`src/rtl/mlp_axis_endpoint.sv`:
```
// AXI-Stream tile model behind the MLP NoC link: buffers single-flit packets, accumulates INPUT
// vectors lane-wise and returns snapshots on INSTR. Define MLP_ENDPOINT_SAT_EN for signed saturation.
module mlp_axis_endpoint #(
  parameter int unsigned    DATAW      = 128,
  parameter int unsigned    IDW        = 4,
  parameter int unsigned    DESTW      = 12,
  parameter int unsigned    USERW      = 75,
  parameter int unsigned    LANES      = 8,
  parameter int unsigned    FIFO_DEPTH = 4,
  parameter logic [IDW-1:0] NODE_ID    = 4'h1
) (
  input  logic             clk,
  input  logic             reset_n,
  input  logic             s_tvalid,
  output logic             s_tready,
  input  logic [DATAW-1:0] s_tdata,
  input  logic             s_tlast,
  input  logic [IDW-1:0]   s_tid,
  input  logic [USERW-1:0] s_tuser,
  input  logic [DESTW-1:0] s_tdest,
  output logic             m_tvalid,
  input  logic             m_tready,
  output logic [DATAW-1:0] m_tdata,
  output logic             m_tlast,
  output logic [IDW-1:0]   m_tid,
  output logic [USERW-1:0] m_tuser,
  output logic [DESTW-1:0] m_tdest,
  output logic             busy,
  output logic [7:0]       drop_count
);

  localparam int unsigned      LW       = DATAW / LANES;
  localparam int unsigned      AW       = (FIFO_DEPTH > 1) ? $clog2(FIFO_DEPTH) : 1;
  localparam logic [AW:0]      FifoFull = (AW+1)'(FIFO_DEPTH);
  localparam logic [1:0]       OpInstr  = 2'b00;
  localparam logic [1:0]       OpInput  = 2'b01;
  localparam logic [USERW-1:0] RespUser = USERW'(2'b01) << 9;

  typedef enum logic [0:0] {StIdle, StSend} state_e;

  state_e           state_q;
  logic [DATAW-1:0] acc_q;

  logic [DATAW+1:0] fifo_mem_q [FIFO_DEPTH];
  logic [AW-1:0]    wr_ptr_q, rd_ptr_q;
  logic [AW:0]      count_q;

  logic             accept, flit_ok, push, pop;
  logic [1:0]       pop_op;
  logic [DATAW-1:0] pop_data;

  // Per-lane add; the saturating build treats each lane as signed two's complement.
  function automatic logic [DATAW-1:0] lane_add(input logic [DATAW-1:0] a,
                                                input logic [DATAW-1:0] b);
    logic [DATAW-1:0] r;
`ifdef MLP_ENDPOINT_SAT_EN
    logic [LW:0] s;
`endif
    r = '0;
    for (int i = 0; i < LANES; i++) begin
`ifdef MLP_ENDPOINT_SAT_EN
      s = {a[i*LW+LW-1], a[i*LW +: LW]} + {b[i*LW+LW-1], b[i*LW +: LW]};
      if (s[LW] != s[LW-1]) begin
        r[i*LW +: LW] = s[LW] ? {1'b1, {(LW-1){1'b0}}} : {1'b0, {(LW-1){1'b1}}};
      end else begin
        r[i*LW +: LW] = s[LW-1:0];
      end
`else
      r[i*LW +: LW] = a[i*LW +: LW] + b[i*LW +: LW];
`endif
    end
    return r;
  endfunction

  assign s_tready = (count_q != FifoFull);
  assign accept   = s_tvalid && s_tready;
  assign flit_ok  = (s_tdest[3:0] == NODE_ID[3:0]) && !s_tuser[10];
  assign push     = accept && flit_ok;
  assign pop      = (state_q == StIdle) && (count_q != '0);
  assign {pop_op, pop_data} = fifo_mem_q[rd_ptr_q];

  assign m_tid = NODE_ID;
  assign busy  = (count_q != '0) || (state_q != StIdle);

  always_ff @(posedge clk) begin
    if (push) begin
      fifo_mem_q[wr_ptr_q] <= {s_tuser[10:9], s_tdata};
    end
  end

  always_ff @(posedge clk) begin
    if (!reset_n) begin
      wr_ptr_q   <= '0;
      rd_ptr_q   <= '0;
      count_q    <= '0;
      drop_count <= '0;
    end else begin
      if (push) begin
        wr_ptr_q <= wr_ptr_q + AW'(1);
      end
      if (pop) begin
        rd_ptr_q <= rd_ptr_q + AW'(1);
      end
      if (push && !pop) begin
        count_q <= count_q + (AW+1)'(1);
      end else if (!push && pop) begin
        count_q <= count_q - (AW+1)'(1);
      end
      if (accept && !flit_ok && drop_count != 8'hFF) begin
        drop_count <= drop_count + 8'd1;
      end
    end
  end

  always_ff @(posedge clk) begin
    if (!reset_n) begin
      state_q  <= StIdle;
      acc_q    <= '0;
      m_tvalid <= 1'b0;
      m_tdata  <= '0;
      m_tdest  <= '0;
      m_tuser  <= '0;
      m_tlast  <= 1'b0;
    end else begin
      unique case (state_q)
        StIdle: begin
          if (pop) begin
            unique case (pop_op)
              OpInput: acc_q <= lane_add(acc_q, pop_data);
              OpInstr: begin
                // Snapshot takes the pre-clear value, so CLEAR+SEND returns the old sum.
                if (pop_data[1]) begin
                  m_tvalid <= 1'b1;
                  m_tdata  <= acc_q;
                  m_tdest  <= DESTW'(pop_data[13:2]);
                  m_tuser  <= RespUser;
                  m_tlast  <= 1'b1;
                  state_q  <= StSend;
                end
                if (pop_data[0]) begin
                  acc_q <= '0;
                end
              end
              default: ;
            endcase
          end
        end
        StSend: begin
          if (m_tready) begin
            m_tvalid <= 1'b0;
            m_tlast  <= 1'b0;
            state_q  <= StIdle;
          end
        end
        default: state_q <= StIdle;
      endcase
    end
  end

  logic unused_inputs;
  assign unused_inputs = ^{s_tlast, s_tid, s_tuser[USERW-1:11], s_tuser[8:0], s_tdest[DESTW-1:4]};

endmodule

```
`config.mk`:
```
export PLATFORM = sky130hd
export DESIGN_NAME = mlp_axis_endpoint
export DESIGN_NICKNAME = d
export VERILOG_FILES = /design/src/rtl/mlp_axis_endpoint.sv
export SDC_FILE = /design/constraint.sdc
export NUM_CORES = 1
export LEC_CHECK = 0
export CAP_MARGIN = 20
export CORE_MARGIN = 2
export CORE_UTILIZATION = 25
export DETAILED_ROUTE_END_ITERATION = 7
export DONT_BUFFER_PORTS = 1
export PLACE_DENSITY = 0.43
export REMOVE_ABC_BUFFERS = 1
export SYNTH_ARGS = -nofsm -noshare
export SYNTH_HDL_FRONTEND = slang
export SYNTH_SLANG_ARGS = --single-unit
```
`constraint.sdc`:
```
create_clock -name clk -period 12.6 [get_ports clk]
set_input_delay 3.15 -clock clk [delete_from_list [all_inputs] [get_ports clk]]
set_output_delay 3.15 -clock clk [all_outputs]
set_load 0.02 [all_outputs]
```
## After elaboration in Yosys (flattened, before gate mapping)

Memory sizes are Yosys's and may differ from the RTL's. A register that Yosys moved wholly into a read port is not among the register bits.
Cells that the tools add are included.

- Add/sub/neg operators: 13
- Equal/unequal tests: 9
- Multiplexer cells: 18
- Bitwise gates (word level): 1
- Reduce and logical (&&, ||, !) cells: 20

Operator list:

| kind | count |
|---|---|
| one-hot mux 128 bit (2 select lines) | 1 |
| adder 16 bit | 8 |
| two-way mux 128 bit | 1 |
| AND reduction 4 bit | 3 |
| two-way mux 1 bit | 10 |
| adder 8 x 1 -> 8 bit (second input constant) | 1 |
| logical AND 1 bit | 8 |
| != test 2 bit (second input constant) | 4 |
| != test 8 bit (second input constant) | 1 |
| two-way mux 3 bit | 2 |
| adder 2 x 1 -> 2 bit (second input constant) | 2 |
| equality test 4 x 1 -> 1 bit (second input constant) | 1 |
| logical NOT 1 bit | 4 |
| two-way mux 2 bit | 2 |
| one-hot mux 1 bit (2 select lines) | 2 |
| nonzero test 2 bit | 2 |
| adder 3 x 1 -> 3 bit (second input constant) | 1 |
| != test 3 bit (second input constant) | 1 |
| nonzero test 3 bit | 1 |
| subtractor 3 x 1 -> 3 bit (second input constant) | 1 |
| equality test 2 x 1 -> 1 bit (second input constant) | 1 |
| logical NOT 2 bit | 1 |
| != test 2 x 1 -> 1 bit (second input constant) | 1 |
| logical OR 1 bit | 1 |
| inverter 1 bit | 1 |

- Register bits: 286
- Bits in writable memories: 520
- Bits of input ports: 224
- Output and inout bits: 231
- Word-level logic and storage cells: 72
- Memories: 1

Memories:

| name | words | bits a word | read ports | clocked after memory_dff | write ports | RTL line | text |
|---|---|---|---|---|---|---|---|
| fifo_mem_q | 4 | 130 | 1 | 1 | 1 | 44 | `logic [DATAW+1:0] fifo_mem_q [FIFO_DEPTH];` |

## Depth between registers and ports, before layout

- Depth in word-level cells: 7
- Depth in mapped cells: 15
- Gate-level depth less buffers: 11

## Worst setup path before layout

Ideal clock, no wire load.

- Kind: input-to-reg
- Start: input port s_tdest[3]
- End: memory fifo_mem_q[0][0] (netlist bit) (enable)
- Library setup time: 0.505 ns
- Arrival: 6.985 ns
- Data required time: 12.095 ns
- Slack: 5.110 ns
- Cell stages on the path: 5
- Buffers on the path: 1
- Cells stage by stage: nand2b_1 nor4_1 and3_1 clkbuf_1 and2_1

- Longest elaborated chain between the ends: 5

RTL lines:

| what | RTL line | text |
|---|---|---|
| from (decl) | 20 | `input logic [DESTW-1:0] s_tdest,` |
| equality test 4 x 1 -> 1 bit | 77 | `assign flit_ok = (s_tdest[3:0] == NODE_ID[3:0]) && !s_tuser[10];` |
| logical AND 1 bit | 77 |  |
| logical AND 1 bit | 78 | `assign push = accept && flit_ok;` |
| via push | 48 | `logic accept, flit_ok, push, pop;` |
| two-way mux 1 bit | 86 | `if (push) begin` |
| two-way mux 1 bit (implied by the code) | 87 | `fifo_mem_q[wr_ptr_q] <= {s_tuser[10:9], s_tdata};` |
| to (decl) | 44 |  |

The timed path passes the listed nets, and every way through them passes these cells.

## Final worst setup path

- Start: input port s_tdest[3]
- End: memory fifo_mem_q[1][26] (netlist bit) (enable)

- Longest elaborated chain between the ends: 5

RTL lines:

| what | RTL line |
|---|---|
| equality test 4 x 1 -> 1 bit | 77 |
| logical AND 1 bit | 77 |
| logical AND 1 bit | 78 |
| two-way mux 1 bit | 86 |
| two-way mux 1 bit (implied by the code) | 87 |

Every way passes these cells.

==> flow_summary.toml <==
[synth]
avgSynthCellArea_sq_um = 13.3
yosysTopAreaCell = "edfxtp_1"
synth_largest_type_area_fraction_pct = 44.7
ys.flop_type = "edfxtp_1"
synth_edf_count = 520
syn_inst = 2625
ys_ff_latch = 808
synth.distinct_cells = 61
yosysWarnings = 0
ys_seq_area_share_pct = 61.2
syn_area_sq_um = 34900
async_flop_share_pct = 0
synth_area_leaders = "edfxtp_1 45%, dfxtp_1 17%, mux4_2 8.4%, ha_1 4.5%, nand2_1 4.3%"

[power_and_ir_drop]
ir_drop_mv = 0.103
p_per_area_nw_per_um2 = 209
power_mw = 8.33
p_leak_nw = 13.3

[floorplan]
io_pins = 455
dieArea_sq_um = 143000
coreArea_sq_um = 139000
die_height_um = 378
die_x_um = 378
rows = 137
initial_core_util_pct = 25.1

[setup_path]
path_class = "input pin to flop"
path_buf_inv = 2
max_stage_delay_ns = 0.77
cp_max_fo = 46
path_common_cell = "buf_4"
arrival_ns = 5.84
cp_slowest_cell = "buf_4"
start_kind = "input pin"
end_kind = "flop"
cp.required_ns = 12.91
cp_cell_sequence = "nand2b_1, nor4_1, and3_1, and2_4, buf_4, buf_4"
critPathTopFamily = "buffers and inverters"

[global_route]
grt_pass1_vias = 20700
top_usage_layer = "met2"
grt_util_met1_pct = 15.9
grt_pass1_wl_um = 139000
grt_use_met2_pct = 22.0
grt_max_degree = 230
grt_overflow = 0
grt.met3_usage_pct = 4.63
antenna_found_initial = 2
grt_usage_pct = 13.1

[routing]
wl_um = 93700
first_pass_iters = 6
num_vias = 20200
post_drt_wl_per_cell_um = 20.5
avgViaCountPerCell = 4.40
drtIter0Drc = 1071
drcViolationCount = 0
antenna_left = 0

[sta]
period_minus_slack_ns = 5.53
worst_slew_pin_slew_ns = 1.09
slew_headroom_pct = 27.3
skew_ns = 0.0237
finalSetupTns_ns = 0
hold_viol = 0
hold_slack_ns = 0.466
post-route-period-util_pct = 43.9
setup_violations = 0
drv_slew = 0
fmax_ghz = 0.181
rsz0062_at_grt = "false"

[status]
status = "complete, no violations"

[finish]
drive_gt1_share_pct = 11.8
fin_nets = 2976
num-fill-cells = 14100
fin_cells = 4577
syn2layout_area_growth_pct = 14.3
final_area_sq_um = 39900

[place]
place_congestion = 0.757
dpl-instance-area_sq_um = 36700
dp.cells = 4396
hpwl_um = 58600
io_buffers = 0

[clock_tree]
cts_setup_buffers = 0
clk_pin_slew_worst_paths_ns = 0.06
cts_sinks = 808
cts_max_level = 3
clock_path_buffers = 3
cts_resized = 0
cts_tree = "yes"
cts-root-buf = "clkbuf_16"
cts_made_buffers = 95
insertion_delay_ns = 0.70
cts_hold_buf = 0

[worst_hold_path]
min_path_type = "flop to flop"

[run]
maxCapViolCount = 0
routing by layer:
layer | vias to the layer above | part of all wire (%) | routed length [um]
met5 | - | 0.0075 | 7
met4 | 2 | 1.9 | 1760
met3 | 110 | 7.2 | 6750
met2 | 410 | 48 | 45200
met1 | 10100 | 43 | 40000
li1 | 9587 | - | -
path summary, 6_finish.rpt:
path / from / to / slack, ns / cells past startpoint
setup / recovery: s_tdest[3] / fifo_mem_q[1][26] / 7.07 / 6
hold / removal: acc_q[41] / acc_q[41] / 0.47 / 2
setup reg to reg: flop / acc_q[15] / 7.91 / 11
hold reg to reg: acc_q[41] / acc_q[41] / 0.47 / 2
cells by family after synthesis:
family,count (synthesis),synth area share (%)
multiplexers,134,8.51
flip-flops,808,61.2
buffers and inverters,247,3.71
AND/OR/NAND/NOR,609,7.69
AO/OA/AOI/OAI,570,10.8
XOR/XNOR,120,3.01
adder cells (fa/ha/maj),135,5.03
other,2,0.0215
worst reg2reg max path: stages (launching register included):
cell,delay [ns]
dfxtp_4,0.67
buf_4,0.59
buf_4,0.61
mux4_2,0.65
ha_1,0.39
a21o_1,0.22
a21oi_1,0.18
or3b_2,0.46
o221a_2,0.24
xnor2_1,0.16
mux2_2,0.35
a21boi_1,0.11
state kept, by name (all words and copies together) (netlist names), 2 cells and up, named ones only:
name,count
acc_q,128
count_q,3
drop_count,8
fifo_mem_q,520
m_tdata,128
m_tdest,12
rd_ptr_q,2
wr_ptr_q,2
cell usage after synthesis, drive strengths merged (8+ instances only):
| library cell | count |
|---|---|
| nor2b | 76 |
| and3 | 11 |
| o211ai | 9 |
| nand2 | 403 |
| xnor2 | 77 |
| a21oi | 122 |
| and2 | 18 |
| a211oi | 11 |
| ha | 126 |
| clkbuf | 73 |
| nor2 | 40 |
| a21o | 23 |
| xor2 | 43 |
| a22o | 8 |
| mux4 | 130 |
| nand4 | 12 |
| nand2b | 10 |
| o21bai | 22 |
| dfxtp | 288 |
| fa | 9 |
| inv | 41 |
| a21boi | 146 |
| edfxtp | 520 |
| o21ai | 108 |
| nand3 | 21 |
| buf | 133 |
| a22oi | 64 |
metrics by stage:
step / util [%] / setup slack [ns]
detailed placement: 26.4 / 6.24
global placement: 26.4 / 6.23
finish: 28.7 / 7.07
global route: 28.7 / 6.81
floorplan: - / 0.455
CTS: 28.7 / 7.01
final cells by class:
class                   instances  area, sq um  share of cell area (%)
diodes                          1         2.50                 0.00627
clock buffers                 134         2660                    6.66
clock inverters                46          562                    1.41
inverters                      41          154                   0.386
multi-input cells            1646        12600                    31.5
flip-flops and latches        808        21400                    53.6
well taps                    1876         2350                    5.88
repair buffers                 25          213                   0.533
where the power goes:
group	leakage [nW]	internal [mW]	switching [mW]
Sequential	7.01	2.97	0.192
Combinational	4.71	0.980	1.36
Clock	1.56	1.70	1.13
layout by cell type (no fill, tap or decap), types with 10 or more instances in the layout:
cell type and n:
a211oi_1 11, a21boi_0 16, a21boi_1 130, a21o_1 23
a21oi_1 122, a22oi_1 64, and2_1 12, and3_1 10
buf_4 23, bufinv_16 11, clkbuf_1 27, clkbuf_16 96
clkbuf_8 11, clkinv_1 11, clkinv_2 12, conb_1 78
dfxtp_1 286, edfxtp_1 520, ha_1 126, inv_1 40
mux4_2 130, nand2_1 403, nand2b_1 10, nand3_1 20
nand4_1 12, nor2_1 40, nor2b_1 76, o21ai_0 60
o21ai_1 47, o21bai_1 22, xnor2_1 77, xor2_1 43
No activity file was read; power rests on OpenSTA's default activity.
